<file path="src/rtl/ascon_pkg.sv">
// Shared types and register-map constants for the ASCON scheduler.
package ascon_pkg;

  typedef enum logic [1:0] {
    IDLE   = 2'd0,
    MEM_RD = 2'd1,
    ACK    = 2'd2,
    RUN    = 2'd3
  } sched_state_t;

  localparam logic [1:0] REG_CTRL    = 2'd0;
  localparam logic [1:0] REG_DATALEN = 2'd1;
  localparam logic [1:0] REG_STATUS  = 2'd2;
  localparam logic [1:0] REG_RSVD    = 2'd3;

  localparam int CTRL_START  = 0;
  localparam int CTRL_MODE   = 1;
  localparam int CTRL_ABORT  = 3;
  localparam int STATUS_BUSY = 0;
  localparam int STATUS_DONE = 1;

  function automatic logic [31:0] status_word(input logic busy, input logic done);
    logic [31:0] w;
    w = '0;
    w[STATUS_BUSY] = busy;
    w[STATUS_DONE] = done;
    return w;
  endfunction

endpackage

</file>
<file path="src/rtl/ascon_mem_mux.sv">
// Scratch-memory port select: the engine owns the port while it runs, Wishbone otherwise.
module ascon_mem_mux #(
  parameter int MEM_AW = 5
) (
  input  logic              sel_eng,
  input  logic              wb_we_n,
  input  logic [MEM_AW-1:0] wb_addr,
  input  logic [31:0]       wb_data,
  input  logic              eng_we_n,
  input  logic [MEM_AW-1:0] eng_addr,
  input  logic [31:0]       eng_data,
  output logic              mem_we_n,
  output logic [MEM_AW-1:0] mem_addr,
  output logic [31:0]       mem_data
);

  assign mem_we_n = sel_eng ? eng_we_n : wb_we_n;
  assign mem_addr = sel_eng ? eng_addr : wb_addr;
  assign mem_data = sel_eng ? eng_data : wb_data;

endmodule

</file>
<file path="src/rtl/ascon_sched.sv">
// Wishbone scheduler for the ASCON core: register file, engine launch/completion,
// and arbitration of the scratch memory port between the bus and the engine.
module ascon_sched
  import ascon_pkg::*;
#(
  parameter int STALL_MAX = 255,
  parameter int MEM_AW    = 5
) (
  input  logic              clk,
  input  logic              RST,
  input  logic              wb_cyc_i,
  input  logic              wb_stb_i,
  input  logic              wb_we_i,
  input  logic [5:0]        wb_adr_i,
  input  logic [31:0]       wb_dat_i,
  output logic [31:0]       wb_dat_o,
  output logic              wb_ack_o,
  output logic              wb_err_o,
  output logic              busy_o,
  output logic [1:0]        mode_o,
  output logic [6:0]        datalen_o,
  input  logic              done_i,
  input  logic              eng_we_n_i,
  input  logic [MEM_AW-1:0] eng_addr_i,
  input  logic [31:0]       eng_datain_i,
  output logic              mem_we_n_o,
  output logic [MEM_AW-1:0] mem_addr_o,
  output logic [31:0]       mem_datain_o,
  input  logic [31:0]       mem_dataout_i
);

  localparam int CW = $clog2(STALL_MAX + 1);

  sched_state_t      state, state_next;
  logic [CW-1:0]     stall_cnt;
  logic              reg_ack, err_q, done_q;
  logic [6:0]        datalen_q;
  logic [1:0]        reg_sel;
  logic [31:0]       reg_rdata;
  logic              req, reg_req, mem_req, reg_wr;
  logic              start_go, abort_go, status_clr, run_done;
  logic              wb_access, wb_mem_we_n;
  logic [MEM_AW-1:0] wb_mem_addr;
  logic [31:0]       wb_mem_data;

  // Valid/ready: a request is cyc&stb while no ack/err is being presented; the
  // master holds stb until it sees ack or err, so gating on them prevents re-issue.
  assign req        = wb_cyc_i & wb_stb_i & ~wb_ack_o & ~err_q;
  assign reg_req    = req & wb_adr_i[5];
  assign mem_req    = req & ~wb_adr_i[5];
  assign reg_wr     = reg_req & wb_we_i;
  assign reg_sel    = wb_adr_i[1:0];
  assign start_go   = reg_wr & (reg_sel == REG_CTRL) & wb_dat_i[CTRL_START] & (state == IDLE);
  assign abort_go   = reg_wr & (reg_sel == REG_CTRL) & wb_dat_i[CTRL_ABORT] & (state == RUN);
  assign status_clr = reg_wr & (reg_sel == REG_STATUS) & wb_dat_i[STATUS_DONE];
  assign run_done   = (state == RUN) & done_i;

  assign busy_o   = (state == RUN);
  assign wb_ack_o = reg_ack | (state == ACK);
  assign wb_err_o = err_q;

  // Memory writes from the bus commit only in IDLE; reads present the address in IDLE and MEM_RD.
  assign wb_access   = ~RST & mem_req & ((state == IDLE) | (state == MEM_RD));
  assign wb_mem_we_n = ~(wb_access & (state == IDLE) & wb_we_i);
  assign wb_mem_addr = wb_access ? wb_adr_i[MEM_AW-1:0] : '0;
  assign wb_mem_data = wb_mem_we_n ? '0 : wb_dat_i;

  ascon_mem_mux #(.MEM_AW(MEM_AW)) u_mux (
    .sel_eng  (busy_o),
    .wb_we_n  (wb_mem_we_n),
    .wb_addr  (wb_mem_addr),
    .wb_data  (wb_mem_data),
    .eng_we_n (eng_we_n_i),
    .eng_addr (eng_addr_i),
    .eng_data (eng_datain_i),
    .mem_we_n (mem_we_n_o),
    .mem_addr (mem_addr_o),
    .mem_data (mem_datain_o)
  );

  always_ff @(posedge clk) begin
    if (RST) state <= IDLE;
    else     state <= state_next;
  end

  always_comb begin
    state_next = state;
    case (state)
      IDLE: begin
        if (start_go)     state_next = RUN;
        else if (mem_req) state_next = wb_we_i ? ACK : MEM_RD;
      end
      MEM_RD:  state_next = (wb_cyc_i & wb_stb_i) ? ACK : IDLE;
      ACK:     state_next = IDLE;
      RUN:     if (done_i || abort_go) state_next = IDLE;
      default: state_next = IDLE;
    endcase
  end

  always_comb begin
    reg_rdata = '0;
    case (reg_sel)
      REG_CTRL:    reg_rdata[CTRL_MODE +: 2] = mode_o;
      REG_DATALEN: reg_rdata[6:0] = datalen_q;
      REG_STATUS:  reg_rdata = status_word(busy_o, done_q);
      REG_RSVD:    reg_rdata = '0;
      default:     reg_rdata = '0;
    endcase
  end

  always_ff @(posedge clk) begin
    if (RST) begin
      reg_ack   <= 1'b0;
      err_q     <= 1'b0;
      wb_dat_o  <= '0;
      mode_o    <= '0;
      datalen_o <= '0;
      datalen_q <= '0;
      done_q    <= 1'b0;
      stall_cnt <= '0;
    end else begin
      reg_ack <= reg_req;
      err_q   <= 1'b0;
      if (reg_req && !wb_we_i)
        wb_dat_o <= reg_rdata;
      else if (state == MEM_RD && wb_cyc_i && wb_stb_i)
        wb_dat_o <= mem_dataout_i;
      if (start_go) begin
        mode_o    <= wb_dat_i[CTRL_MODE +: 2];
        datalen_o <= datalen_q;
      end
      if (reg_wr && reg_sel == REG_DATALEN && state != RUN)
        datalen_q <= wb_dat_i[6:0];
      if (run_done)                     done_q <= 1'b1;
      else if (start_go || status_clr)  done_q <= 1'b0;
      // A bus memory access held off by the engine times out after STALL_MAX cycles.
      if (state != RUN || done_i || !mem_req) begin
        stall_cnt <= '0;
      end else if (stall_cnt == CW'(STALL_MAX - 1)) begin
        stall_cnt <= '0;
        err_q     <= 1'b1;
      end else begin
        stall_cnt <= stall_cnt + CW'(1);
      end
    end
  end

endmodule

</file>
<file path="config.mk">
export PLATFORM = sky130hd
export DESIGN_NAME = ascon_sched
export DESIGN_NICKNAME = d
export VERILOG_FILES = /design/src/rtl/ascon_pkg.sv /design/src/rtl/ascon_mem_mux.sv /design/src/rtl/ascon_sched.sv
export SDC_FILE = /design/constraint.sdc
export NUM_CORES = 1
export LEC_CHECK = 0
export ABC_AREA = 1
export CAP_MARGIN = 20
export CORE_MARGIN = 8
export CORE_UTILIZATION = 40
export DETAILED_ROUTE_END_ITERATION = 7
export GPL_ROUTABILITY_DRIVEN = 0
export GPL_TIMING_DRIVEN = 0
export PLACE_DENSITY = 0.87
export SYNTH_ARGS = -nofsm -noshare
export SYNTH_HDL_FRONTEND = slang
export SYNTH_SLANG_ARGS = --single-unit
</file>
<file path="constraint.sdc">
create_clock -name clk -period 3.7 [get_ports clk]
set_clock_uncertainty 0.15 [all_clocks]
set_input_delay 0.74 -clock clk [delete_from_list [all_inputs] [get_ports clk]]
set_output_delay 0.74 -clock clk [all_outputs]
set_load 0.02 [all_outputs]
</file>
==> After elaboration in Yosys (flattened, before gate mapping) <==
Cells that the tools add are included.
{ "word_totals": {"latchBits": 0, "romBits": 0, "out_inout_bits": 82, "ram_bits": 0, "elab_cells": 84, "inputBits": 114, "memories": 0, "regBits": 61} }
{ "classes": {"n_mux": 19, "bitwise_logic": 25, "n_reduce_logical": 19, "n_lt_le_gt_ge": 0, "div_mod_pow": 0, "n_eq_ne": 10, "shift": 0, "addsub": 1, "mul": 0} }
{ "op_table": {"columns": ["cell", "count"], "rows": [
  ["2-to-1 mux 32 bit", 2],
  ["bitwise AND 1 bit", 18],
  ["one-hot mux 2 bit (4 select lines)", 2],
  ["2-to-1 mux 7 bit", 2],
  ["2-to-1 mux 2 bit", 5],
  ["2-to-1 mux 5 bit", 2],
  ["adder 8 x 1 -> 8 bit, second input constant", 1],
  ["== test 2 bit, second input constant", 4],
  ["== test 8 bit, second input constant", 1],
  ["logical AND 1 bit", 5],
  ["inverter 1 bit", 5],
  ["== test 2 x 1 -> 1 bit, second input constant", 2],
  ["logical NOT 2 bit", 2],
  ["logical OR 1 bit", 4],
  ["2-to-1 mux 1 bit", 4],
  ["2-to-1 mux 4 bit", 1],
  ["inequality test 2 bit, second input constant", 2],
  ["nonzero test 2 bit", 2],
  ["OR reduction 2 bit", 2],
  ["inequality test 3 bit, second input constant", 1],
  ["OR reduction 3 bit", 1],
  ["logical NOT 1 bit", 2],
  ["OR 1 bit", 2],
  ["one-hot mux 1 bit (2 select lines)", 1],
  ["AND reduction 2 bit", 1]
]} }

==> Depth between registers and ports, before layout <==
Gate-level depths: netlist (run 1).
{ "logic_depth": {"depth_word": 13, "ltp_mapped": 10, "ltp_nobuf": 10} }

==> Hierarchy <==
From an unflattened synthesis (run 1), not the netlist that was laid out.
{ "hier_totals": {"cells_unflattened": 528, "hier_area_um2": 3369.5} }
{ "modules_own_cells": {"columns": ["mod", "cells_per_inst", "seq_area_each_um2", "area_each_um2", "n_inst"], "rows": [
  ["ascon_sched", 405, 1221.2, 2867.8, 1],
  ["ascon_mem_mux", 123, 0.0, 501.7, 1]
]} }

==> Worst setup path before layout (run 1) <==
OpenSTA, ideal clock, no wires.
{ "synth_path": {"path_kind": "input-to-output", "startpoint": "in wb_cyc_i", "endpoint": "out mem_datain_o[0]", "stages": 4, "t_arrival_ns": 1.845, "required_time_ns": 2.810, "path_slack_ns": 0.965, "path_buffers": 0, "path_cell_list": "nand3_1 -> nor4_4 -> nand2_1 -> o21ai_0"} }
{ "synth_via": {"elab_chain_len": 10} }
{ "synth_lines": {"columns": ["element", "line_no", "source"], "rows": [
  ["from (decl)", "ascon_sched.sv:11", "input logic wb_cyc_i,"],
  ["bitwise AND 1 bit (3 in series)", "ascon_sched.sv:48", "assign req = wb_cyc_i & wb_stb_i & ~wb_ack_o & ~err_q;"],
  ["bitwise AND 1 bit", "ascon_sched.sv:50", "assign mem_req = req & ~wb_adr_i[5];"],
  ["bitwise AND 1 bit (2 in series)", "ascon_sched.sv:63", "assign wb_access = ~RST & mem_req & ((state == IDLE) | (state == MEM_RD));"],
  ["bitwise AND 1 bit (2 in series)", "ascon_sched.sv:64", "assign wb_mem_we_n = ~(wb_access & (state == IDLE) & wb_we_i);"],
  ["2-to-1 mux 32 bit", "ascon_sched.sv:66", "assign wb_mem_data = wb_mem_we_n ? '0 : wb_dat_i;"],
  ["2-to-1 mux 32 bit", "ascon_mem_mux.sv:19", "assign mem_data = sel_eng ? eng_data : wb_data;"],
  ["to (decl)", "ascon_sched.sv:28", "output logic [31:0] mem_datain_o,"]
]} }
Every way passes these cells.

==> Worst setup path after layout (run 1) <==
{ "layout_path": {"startpoint": "in wb_cyc_i", "endpoint": "out mem_datain_o[9]"} }
Same word-level chain as after synthesis.

==> impl_metrics.py, run 1 <==
metrics = {
    "outcome": {
        "status": "completed",
    },
    "clocking": {
        "cts.clk_slew.worst_paths_ps": 60,
        "numCtsBuffers": 9,
        "htreeDepth": 3,
        "cts_tree": "yes",
        "root_buffer": "clkbuf_8",
        "insertion_delay_ps": 340,
        "numClockSinks": 61,
        "cts_buffer_depth": 2,
    },
    "power_and_ir_drop": {
        "clockPowerShare_pct": 37.5,
        "switchingPower_mw": 0.500,
        "internal_power_mw": 1.31,
        "p_leak_nw": 2.78,
        "fin_total_pwr_mw": 1.81,
        "powerDensity_nw_per_um2": 330,
        "power_frac_comb_pct": 24.5,
        "seqPwrFrac_pct": 38.0,
        "switching_share_pct": 27.6,
        "ir_drop_uv": 173,
    },
    "synth": {
        "synth_commonest_cells": "nand2_1 (150), dfxtp_1 (61), nand3_1 (59), a21oi_1 (45), inv_1 (35)",
        "yosys_warnings": 0,
        "synth_fa_ha_area_share_pct": 2.45,
        "syn_inst": 455,
        "synth.most_common_cell": "nand2_1",
        "synth_xor_area_share_pct": 1.14,
        "synth_compound_area_share_pct": 13.0,
        "synth_top_family_by_area": "simple AND/OR/NAND/NOR gates",
        "synth-edff-count": 0,
        "yosysTopAreaCellShare_pct": 39.8,
        "netlist_area_um2": 3070,
        "synth_mux_area_share_pct": 0,
        "syn_avg_cell_area_um2": 6.75,
        "yosysTopAreaCell": "dfxtp_1",
        "async_flop_share_pct": 0,
        "ys_types": 29,
        "seq_area_frac_synth_pct": 39.8,
        "synth_area_leaders": "dfxtp_1 (40%), nand2_1 (18%), nand3_1 (9.6%), a21oi_1 (7.3%), inv_1 (4.3%)",
        "synth_flop_cell": "dfxtp_1",
        "syn-num-nets": 575,
        "synth-simple-area-share_pct": 35.5,
        "ys_ff_latch": 61,
    },
    "placed_design": {
        "hpwlAfterDp_um": 9880,
        "port_buffers": 195,
        "post-place-ws_ps": -283,
    },
    "floorplanning": {
        "design.portCount": 196,
        "die_y_um": 104,
        "die-area_um2": 10700,
        "core_area_um2": 7570,
        "rows": 32,
        "start_util_pct": 40.6,
        "die_x_um": 104,
    },
    "route": {
        "avgRoutedWirePerCell_um": 15.9,
        "vias": 3823,
        "post_drt_via_cell_ratio": 4.97,
        "drc": 0,
        "ant_nets": 0,
        "drt_wl_total_um": 12200,
        "dr.first_iter.drc_count": 185,
        "drtPass1Iterations": 4,
    },
    "timing": {
        "slew_violations": 0,
        "relSlewSlack_pct": 69.5,
        "max_freq_mhz": 277,
        "setup_viol_count_final": 0,
        "finalHoldViolCount": 0,
        "period_share_pct": 97.5,
        "worst_slew_pin_slew_ps": 458,
        "period_minus_slack_ps": 3610,
        "setup_slack_ps": 93.5,
    },
    "global_routing": {
        "grt_pass1_wl_um": 19700,
        "overflow": 0,
        "track_usage_pct": 22.0,
        "grt_start_max_net_pins": 11,
        "antenna_found_initial": 0,
        "grt_pass1_vias": 4073,
    },
    "worst_setup_path": {
        "ff2ff_setup_slack_ps": 1840,
        "critPathKind": "input pin to output pin",
        "crit_required_ps": 2810,
        "start_kind": "input pin",
        "end_kind": "output pin",
        "crit_arrival_ps": 2720,
        "path_max_fanout": 8,
    },
    "final_layout": {
        "area_growth_pct": 78.4,
        "nets": 782,
        "drive_gt1_share_pct": 6.75,
        "diodes": 0,
        "fin_util_pct": 72.3,
    },
    "flow_run": {
        "drv_cap": 0,
    },
    "min_path": {
        "hp-class": "flip-flop to flip-flop",
    },
}
[power groups by stage]
| stage | clock network [mW] | logic (mW) | registers [mW] |
|---|---|---|---|
| after global routing | 0.707 | 0.481 | 0.689 |
| after detailed placement | 0 | 0.442 | 0.702 |
| after global placement | 0 | 0.431 | 0.701 |
| final | 0.678 | 0.442 | 0.687 |
| after CTS | 0.680 | 0.447 | 0.687 |
| after floorplan | 0 | 0.186 | 0.717 |
[layout by cell type, fill, tap and decap left out, types with 2 or more instances in the layout]
cell / instances
o21ai_0: 24
dfxtp_1: 61
clkbuf_1: 10
buf_2: 10
nand2_1: 150
nor2_1: 21
clkbuf_8: 11
nor2_4: 2
ha_1: 6
a31oi_1: 2
clkbuf_2: 2
o21ai_1: 7
or2_2: 2
dlymetal6s2s_1: 35
nand3_2: 3
buf_4: 3
nor2_2: 2
a21oi_1: 45
xor2_1: 2
dlygate4sd2_1: 3
bufinv_16: 2
inv_1: 35
xnor2_1: 2
clkdlybuf4s50_1: 157
nand3_1: 59
[sequential cells by signal, indices dropped and copies added, names as in the netlist]
register	flops
state	2
wb_err_o	1
mode_o	2
stall_cnt	8
wb_dat_o	32
datalen_q	7
reg_ack	1
datalen_o	7
done_q	1
[logic make-up after synthesis]
group           count (synthesis)
compound gates                 79
xor+xnor                        4
fa+ha+maj                       6
buf+inv                        59
flops                          61
simple gates                  246
[layout make-up]
type | instances | area, um2
clock inverter | 3 | 67.6
fill | 547 | 2090
inverter | 36 | 135
multi-input combinational | 335 | 1600
sequential | 61 | 1220
clock buffer | 13 | 159
tap | 102 | 128
timing repair buffer | 196 | 2040
buffer | 23 | 116
[timing repair]
action                                  in CTS  in global routing
endpoints found under the setup margin      37                 35
hold buffers                                 0                  0
resized for setup                            6                 35
buffers inserted                             1                  0
pin swaps                                    1                  0
[critical path: stages]
cell and delay (ps):
clkdlybuf4s50_1 490, nand3_1 160, nor4_4 160, buf_4 180, nand2_1 160, o21ai_0 200, clkdlybuf4s50_1 620
[layer usage]
metal | track usage, % | wire length (um) | part of all wire [%]
met5 | 0 | 0 | 0
met4 | 9.86 | 395 | 3.2
met3 | 8.49 | 1020 | 8.4
met2 | 40.7 | 6350 | 52
met1 | 21.1 | 4420 | 36
[worst paths after layout]
kind | from | to | cells past startpoint
setup / recovery | wb_cyc_i | mem_datain_o[9] | 7
hold / removal | wb_dat_o[9]$_SDFFE_PP0P_ | wb_dat_o[9]$_SDFFE_PP0P_ | 2
setup reg to reg | state[1]$_SDFFE_PP0P_ | wb_dat_o[2]$_SDFFE_PP0P_ | 8
hold reg to reg | wb_dat_o[9]$_SDFFE_PP0P_ | wb_dat_o[9]$_SDFFE_PP0P_ | 2
[per-stage QoR]
step | TNS (ps) | cell area [um2] | hold slack (ps) | cells
after floorplan | 0 | 3070 | 280 | 455
after global placement | -3860 | 5150 | 298 | 752
after detailed placement | -5310 | 5150 | 303 | 752
after CTS | 0 | 5390 | 315 | 769
after global routing | -13.2 | 5470 | 334 | 769
final | 0 | 5470 | 309 | 769
No activity file was read; power rests on OpenSTA's default activity.
==> inputs of run 2 (changes only) <==
PLACE_DENSITY = 0.91   (was 0.87)
==> run 2 against run 1 <==
Effect of this change:
- count of clock-buffer cells in the layout is 4 lower
- via count is 0.24% lower
- sequential cell count stayed put
- non-clock buffer count stayed put
- hold slack better by 4.1 ps
- sequential share of layout area is 0.056 points higher
- critical endpoint is now mem_datain_o[29]
- combinational power is 0.9% higher
- first-iteration DRC count is 26% higher
==> impl_metrics.py, run 2 (synthesis results as in run 1) <==
metrics = {
    "floorplanning": {
        "die-area_um2": 10700,
        "core_area_um2": 7570,
        "design.portCount": 196,
        "start_util_pct": 40.6,
        "die_x_um": 104,
        "die_y_um": 104,
        "rows": 32,
    },
    "worst_setup_path": {
        "r2r_start": "state[1]$_SDFFE_PP0P_",
        "start_kind": "input pin",
        "critPathKind": "input pin to output pin",
        "crit_end": "mem_datain_o[29]",
        "crit_arrival_ps": 2710,
        "crit_chain": "clkdlybuf4s50_1 -> nand3_1 -> nor4_4 -> buf_4 -> buf_4 -> nand3_1 -> nand2_1 -> clkdlybuf4s50_1",
        "critPathLaunch": "wb_stb_i",
        "path_max_fanout": 10,
        "ff2ff_path_depth": 8,
        "crit_required_ps": 2810,
        "ff2ff_setup_slack_ps": 1890,
        "end_kind": "output pin",
        "cpMaxStageDelayCell": "clkdlybuf4s50_1",
        "r2r_end": "wb_dat_o[23]$_SDFFE_PP0P_",
        "slowest_delay_ps": 620,
    },
    "clocking": {
        "numCtsBuffers": 9,
        "cts_buffer_depth": 2,
        "htreeDepth": 3,
        "root_buffer": "clkbuf_8",
        "cts_tree": "yes",
        "cts.clk_slew.worst_paths_ps": 70,
        "insertion_delay_ps": 330,
        "numClockSinks": 61,
        "postCtsHoldBufs": 0,
    },
    "power_and_ir_drop": {
        "p_leak_nw": 2.78,
        "ir_drop_uv": 202,
        "powerDensity_nw_per_um2": 316,
    },
    "min_path": {
        "hp-class": "flip-flop to flip-flop",
    },
    "global_routing": {
        "grt_start_max_net_pins": 13,
        "track_usage_pct": 22.0,
        "overflow": 0,
        "grt_pass1_wl_um": 19600,
        "antenna_found_initial": 0,
        "grt_pass1_vias": 3971,
    },
    "final_layout": {
        "fillCellCount": 566,
        "largest_reg_flops": 32,
        "diodes": 0,
        "area_growth_pct": 77.9,
        "nets": 782,
        "regMostFlops": "wb_dat_o",
        "final_cell_mix": "clkdlybuf4s50_1 (157), nand2_1 (150), dfxtp_1 (61)",
        "fin_util_pct": 72.2,
        "final_common_cell": "clkdlybuf4s50_1",
        "drive_gt1_share_pct": 7.05,
        "reg_top3": "wb_dat_o: 32 flops, stall_cnt: 8 flops",
    },
    "outcome": {
        "status": "completed",
    },
    "timing": {
        "fin_setup_tns_ps": 0,
        "finalHoldViolCount": 0,
        "max_freq_mhz": 278,
        "slew_violations": 0,
        "period_share_pct": 97.4,
        "worst_slew_pin_slew_ps": 449,
        "relSlewSlack_pct": 70.1,
        "period_minus_slack_ps": 3600,
        "setup_viol_count_final": 0,
    },
    "route": {
        "avgRoutedWirePerCell_um": 16.1,
        "vias": 3814,
        "dr.first_iter.drc_count": 233,
        "post_drt_via_cell_ratio": 4.96,
        "drt_wl_total_um": 12400,
        "drc": 0,
        "ant_nets": 0,
        "drtPass1Iterations": 4,
    },
    "placed_design": {
        "hpwlAfterDp_um": 9830,
        "port_buffers": 195,
    },
    "flow_run": {
        "drv_cap": 0,
    },
}
[run 2: cell types whose count changed in the layout (fill, tap and decap cells not counted), sizes merged]
cell	previous run	this run
dlymetal6s2s	35	38
dlygate4sd2	3	0
clkinv	0	2
bufinv	2	1
buf	14	15
clkbuf	23	18
clkinvlp	1	3
inv	36	37
[run 2: area by class of cell]
cell class / instances / area [um2] / area share, %
clock inverters: 7 / 75.1 / 1.37
well taps: 102 / 128 / 2.34
inverters: 36 / 135 / 2.47
multi-input cells: 335 / 1600 / 29.4
clock buffers: 9 / 124 / 2.27
repair buffers: 196 / 2050 / 37.6
plain buffers: 23 / 119 / 2.18
flip-flops and latches: 61 / 1220 / 22.4
[run 2: critical path, delay by kind of cell]
kind | cells | cell delay [ps]
simple gates | 4 | 500
buf+inv | 4 | 1480
[run 2: per-stage QoR]
stage	cells	power, mW	setup WS, ps	area [um2]	hold slack [ps]
floorplan	455	0.903	965	3070	280
global placement	752	1.13	-155	5150	296
detailed placement	752	1.14	-206	5150	304
CTS	769	1.73	11.5	5370	315
global route	769	1.80	-18.3	5460	329
finish	769	1.73	97.8	5460	313
[run 2: what timing repair did]
action / 4_1_cts / 5_1_grt
hold endpoints to repair: 0 / 0
pin swaps: 1 / 0
buffers inserted: 1 / 0
resized for setup: 4 / 39
setup endpoints to repair: 37 / 38
[run 2: how the worst min path moves through the flow]
stage,from,endpoint,slack (ps),cells past startpoint
detailed placement,wb_dat_o[9]$_SDFFE_PP0P_,wb_dat_o[9]$_SDFFE_PP0P_,300,2
CTS,wb_dat_o[9]$_SDFFE_PP0P_,wb_dat_o[9]$_SDFFE_PP0P_,320,2
global route,wb_dat_o[21]$_SDFFE_PP0P_,wb_dat_o[21]$_SDFFE_PP0P_,330,2
finish,wb_dat_o[21]$_SDFFE_PP0P_,wb_dat_o[21]$_SDFFE_PP0P_,310,2
global placement,stall_cnt[0]$_SDFF_PP0_,stall_cnt[0]$_SDFF_PP0_,300,1
floorplan,stall_cnt[0]$_SDFF_PP0_,stall_cnt[0]$_SDFF_PP0_,280,1
[run 2: where the power goes]
| group | switching [mW] | total [mW] | internal, mW |
|---|---|---|---|
| Clock | 0.280 | 0.593 | 0.313 |
| Combinational | 0.231 | 0.446 | 0.216 |
| Sequential | 0.00986 | 0.686 | 0.676 |
[run 2: layer usage]
| metal | vias to the layer above | global-route usage, % | part of all wire, % |
|---|---|---|---|
| li1 | 1887 | - | - |
| met1 | 1759 | 21.9 | 36 |
| met2 | 148 | 40.5 | 54 |
| met3 | 20 | 7.43 | 8.0 |
| met4 | 0 | 9.44 | 2.1 |
| met5 | - | 0 | 0 |
==> inputs of run 3 (changes only) <==
PLACE_DENSITY = 0.86   (was 0.91)
RECOVER_POWER = 50   (was unset)
==> run 3 against run 2 <==
Effect of this change:
- sequential cell count did not move
- fmax rose by 0.62%
- total power fell by 4.5%
- via count fell by 0.81%
- critical endpoint is now mem_we_n_o
- largest power group unchanged
==> impl_metrics.py, run 3 (synthesis results as in run 1) <==
metrics = {
    "outcome": {
        "status": "completed",
    },
    "timing": {
        "relSlewSlack_pct": 66.7,
        "setup_slack_ps": 120,
        "setup_viol_count_final": 0,
        "period_minus_slack_ps": 3580,
        "rsz0062_at_grt": "false",
        "finalHoldViolCount": 0,
        "fin_setup_tns_ps": 0,
        "max_freq_mhz": 279,
        "period_share_pct": 96.8,
        "hold_slack_ps": 310,
        "slew_violations": 0,
        "worst_slew_pin_slew_ps": 497,
    },
    "floorplanning": {
        "die_x_um": 104,
        "design.portCount": 196,
        "core_area_um2": 7570,
        "die_y_um": 104,
        "start_util_pct": 40.6,
        "rows": 32,
        "die-area_um2": 10700,
    },
    "worst_setup_path": {
        "crit_required_ps": 2810,
        "critPathKind": "input pin to output pin",
        "start_kind": "input pin",
        "critical_path_buf_inv_count": 4,
        "crit_chain": "clkdlybuf4s50_1 -> nand3_1 -> nor4_4 -> buf_4 -> nand2_1 -> o21ai_0 -> inv_1 -> clkdlybuf4s50_1",
        "crit_arrival_ps": 2690,
        "crit_top_cell": "clkdlybuf4s50_1",
        "ff2ff_path_depth": 9,
        "path_max_fanout": 8,
        "cpMaxStageDelayCell": "clkdlybuf4s50_1",
        "r2r_start": "state[1]$_SDFFE_PP0P_",
        "r2r_end": "datalen_o[5]$_SDFFE_PP0P_",
        "cp_top_family": "buffers and inverters",
        "ff2ff_setup_slack_ps": 1550,
        "slowest_delay_ps": 550,
        "end_kind": "output pin",
    },
    "final_layout": {
        "area_growth_pct": 75.3,
        "reg_top3": "wb_dat_o: 32 flops, stall_cnt: 8 flops",
        "largest_reg_flops": 32,
        "stdcell_area_um2": 5380,
        "final_common_cell": "nand2_1",
        "final_cells": 769,
        "regMostFlops": "wb_dat_o",
        "diodes": 0,
        "drive_gt1_share_pct": 6.00,
        "final_cell_mix": "nand2_1 (150), clkdlybuf4s50_1 (116), nand3_1 (61), dfxtp_1 (61), a21oi_1 (45)",
        "nets": 782,
        "fin_util_pct": 71.1,
    },
    "power_and_ir_drop": {
        "fin_total_pwr_mw": 1.65,
        "p_leak_nw": 2.85,
        "seqPwrFrac_pct": 41.6,
        "switching_share_pct": 30.2,
        "internal_power_mw": 1.15,
        "switchingPower_mw": 0.498,
        "clockPowerShare_pct": 32.2,
        "ir_drop_uv": 159,
        "powerDensity_nw_per_um2": 306,
        "power_frac_comb_pct": 26.2,
    },
    "route": {
        "avgRoutedWirePerCell_um": 15.4,
        "drtPass1Iterations": 4,
        "vias": 3783,
        "drt_wl_total_um": 11900,
        "ant_nets": 0,
        "drc": 0,
        "dr.first_iter.drc_count": 172,
        "post_drt_via_cell_ratio": 4.92,
    },
    "min_path": {
        "hp-class": "flip-flop to flip-flop",
        "min_delay_worst_endpoint": "wb_dat_o[27]$_SDFFE_PP0P_",
        "holdCritStartpoint": "wb_dat_o[27]$_SDFFE_PP0P_",
        "hold_depth": 2,
    },
    "clocking": {
        "root_buffer": "clkbuf_8",
        "cts_buffer_depth": 2,
        "htreeDepth": 3,
        "numClockSinks": 61,
        "numCtsBuffers": 9,
        "cts_tree": "yes",
        "insertion_delay_ps": 330,
        "cts.clk_slew.worst_paths_ps": 70,
    },
    "placed_design": {
        "placedInstanceArea_um2": 5150,
        "hpwlAfterDp_um": 9730,
        "port_buffers": 195,
        "place_inst": 752,
        "post-place-ws_ps": -206,
    },
    "global_routing": {
        "grt_pass1_vias": 3832,
        "antenna_found_initial": 0,
        "grt_pass1_wl_um": 18700,
        "track_usage_pct": 21.1,
        "overflow": 0,
        "grt_start_max_net_pins": 13,
    },
    "flow_run": {
        "drv_cap": 0,
    },
}
## run 3: changes by cell type in the layout (fill, tap and decap cells not counted), moves of 2 or more
cell and change:
clkinvlp_4 -3, nand3_2 -2, dlygate4sd2_1 +7, nand3_1 +2
clkdlybuf4s50_1 -41, nor2_1 +3, nor2_2 -2, dlygate4sd3_1 +42
dlymetal6s2s_1 -8, clkbuf_1 +2
## run 3: worst max-delay path by stage
stage                startpoint                to  slack [ps]  depth (start not counted)
floorplan              wb_cyc_i   mem_datain_o[0]         960                          4
finish                 wb_cyc_i        mem_we_n_o         120                          8
global route           wb_stb_i        mem_we_n_o          10                          8
CTS                    wb_stb_i  mem_datain_o[29]           5                          8
detailed placement  wb_adr_i[5]  mem_datain_o[27]        -210                          6
global placement    wb_adr_i[5]  mem_datain_o[10]        -160                          6
## run 3: metal layers
| layer | track usage (%) | wire length (um) | up-vias |
|---|---|---|---|
| met5 | 0 | 0 | - |
| met4 | 9.55 | 373 | 0 |
| met3 | 6.69 | 897 | 24 |
| met2 | 38.4 | 6150 | 152 |
| met1 | 21.3 | 4460 | 1717 |
| li1 | - | - | 1890 |
## run 3: area by class of cell
type	count	area [um2]
well taps	102	128
clock inverters	6	45.0
clock buffers	10	138
repair buffers	196	2030
multi-input cells	335	1580
flip-flops and latches	61	1220
fillers	612	2190
plain buffers	23	108
inverters	36	135
## run 3: tightest hold or removal path: stages (launching register included)
cell	delay [ps]
dfxtp_1	310
nand2_1	60
a21oi_1	50
## run 3: power by group through the flow
stage	registers, mW	logic, mW	clock network (mW)
floorplan	0.717	0.186	0
global placement	0.701	0.431	0
detailed placement	0.702	0.439	0
CTS	0.686	0.443	0.547
global route	0.688	0.466	0.577
finish	0.686	0.431	0.531
## run 3: timing repair
action                     4_1_cts  5_1_grt
hold buffers                     0        0
setup endpoints to repair       37       30
pin swaps                        1        0
setup buffers                    1        0
gates resized for setup         10       30
hold endpoints to repair         0        0
==> RTL edit (settings of run 2) <==
`STALL_MAX`: 255 -> 510.
--- a/src/rtl/ascon_sched.sv
+++ b/src/rtl/ascon_sched.sv
@@ -3,7 +3,7 @@
 module ascon_sched
   import ascon_pkg::*;
 #(
-  parameter int STALL_MAX = 255,
+  parameter int STALL_MAX = 510,
   parameter int MEM_AW    = 5
 ) (
   input  logic              clk,
Behaviour: same outputs for any inputs over 4 cycles, from zero or initial values and one cycle with RST high; that may be too few to reach the edited logic, so the function may still have changed.
==> RTL edit against run 2 <==
Worst setup slack gained 110 ps; first-iteration DRC count decreased by 19%; power down 3.3%; global-route usage grew 0.37 points; area after synthesis rose by 1.7%; cell area decreased by 0.96%; wire length is 2.3% higher; non-clock buffer count shrank 1; count of clock-buffer cells in the layout rose by 2; sequential cell count up 1; sequential share of layout area grew 0.59 points; largest power group unchanged.
==> RTL edit: results (changes against run 2) <==
- Worst R2R Setup Slack: 1970 ps (was 1890 ps)
- Net Count, Synth: 581 (was 575)
- RR Startpoint: state[0]$_SDFFE_PP0P_ (was state[1]$_SDFFE_PP0P_)
- Share of layout cells above drive strength 1: 7.75% (was 7.05%)
- Met1 WL: 4620 microns (was 4450 microns)
- First-pass GRT wire length: 19900 microns (was 19600 microns)
- HP Start: wb_dat_o[18]$_SDFFE_PP0P_ (was wb_dat_o[21]$_SDFFE_PP0P_)
- Mapped Cells: 461 (was 455)
- CTS resizes: 21 (was 4)
- Leak: 0.00254 uW (was 0.00278 uW)
- Post-Synth XOR/XNOR Area: 1.12% (was 1.14%)
- DP HPWL: 10200 microns (was 9830 microns)
- Regs by FF count: wb_dat_o (32), stall_cnt (9) (was wb_dat_o (32), stall_cnt (8))
- Met2 Use GR: 40.7% (was 40.5%)
- Fmax: 0.286 GHz (was 0.278 GHz)
- Clock power frac: 31.7% (was 34.4%)
- Critical path origin: wb_cyc_i (was wb_stb_i)
- Synth top cells by count: nand2_1, nand3_1, dfxtp_1 (was nand2_1, dfxtp_1, nand3_1)
- Critical path arrival: 2600 ps (was 2710 ps)
- Comb power: 436 uW (was 446 uW)
- Filler cells: 589 (was 566)
- Global routing met1 resource utilization: 23.2% (was 21.9%)
- Seq/Total Area, Yosys: 39.8% (about the same)
- Final instance count without filler cells: 773 (was 769)
- Adder and majority gate portion of the synthesized area: 2.41% (was 2.45%)
- Post-CTS Setup Bufs: 0 (was 1)
- Critical path's largest stage delay: 560 ps (was 620 ps)
- Placed insts: 758 (was 752)
- Pre-CTS setup slack: -175 ps (was -206 ps)
- Routed met2 length: 6590 microns (was 6660 microns)
- Vias: 3941 (was 3814)
- Synth Area in Compound Gates: 11.9% (was 13.0%)
- Iter 0 DRT Violations: 189 (was 233)
- M3 GR Usage: 7.81% (was 7.43%)
- Drt wl/cell: 16.4 microns (was 16.1 microns)
- DP Area: 5200 sq um (was 5150 sq um)
- Status: finished clean (unchanged)
- Slew HR: 68.5% (was 70.1%)
- Min Hold Slack: 310 ps (was 313 ps)
- Switching Fraction: 29.9% (was 30.2%)
- First-pass iteration count of the detailed router: 5 (was 4)
RTL edit: stage by stage:
step / util (%) / power [uW]
after floorplan: - / 912
after global placement: 68.0 / 1140
after detailed placement: 68.0 / 1150
after CTS: 70.1 / 1670
after global routing: 70.7 / 1740
final: 70.7 / 1670
RTL edit: tightest hold or removal path: stages (launching register included):
cell and delay (ps):
dfxtp_1 310, nand2_1 60, a21oi_1 50
RTL edit: cell type report:
type | count | share of cell area (%)
Tap cell | 102 | 2.36
Inverter | 37 | 2.57
Multi-Input combinational cell | 339 | 30.4
Clock inverter | 4 | 0.416
Timing Repair Buffer | 195 | 36.4
Sequential cell | 62 | 23.0
Clock buffer | 11 | 2.80
Buffer | 23 | 2.17
RTL edit: final timing paths:
check / depth (start not counted) / end
worst max-delay path: 9 / mem_we_n_o
worst min-delay path: 2 / wb_dat_o[18]$_SDFFE_PP0P_
worst max register to register: 8 / datalen_q[4]$_SDFFE_PP0P_
worst min register to register: 2 / wb_dat_o[18]$_SDFFE_PP0P_
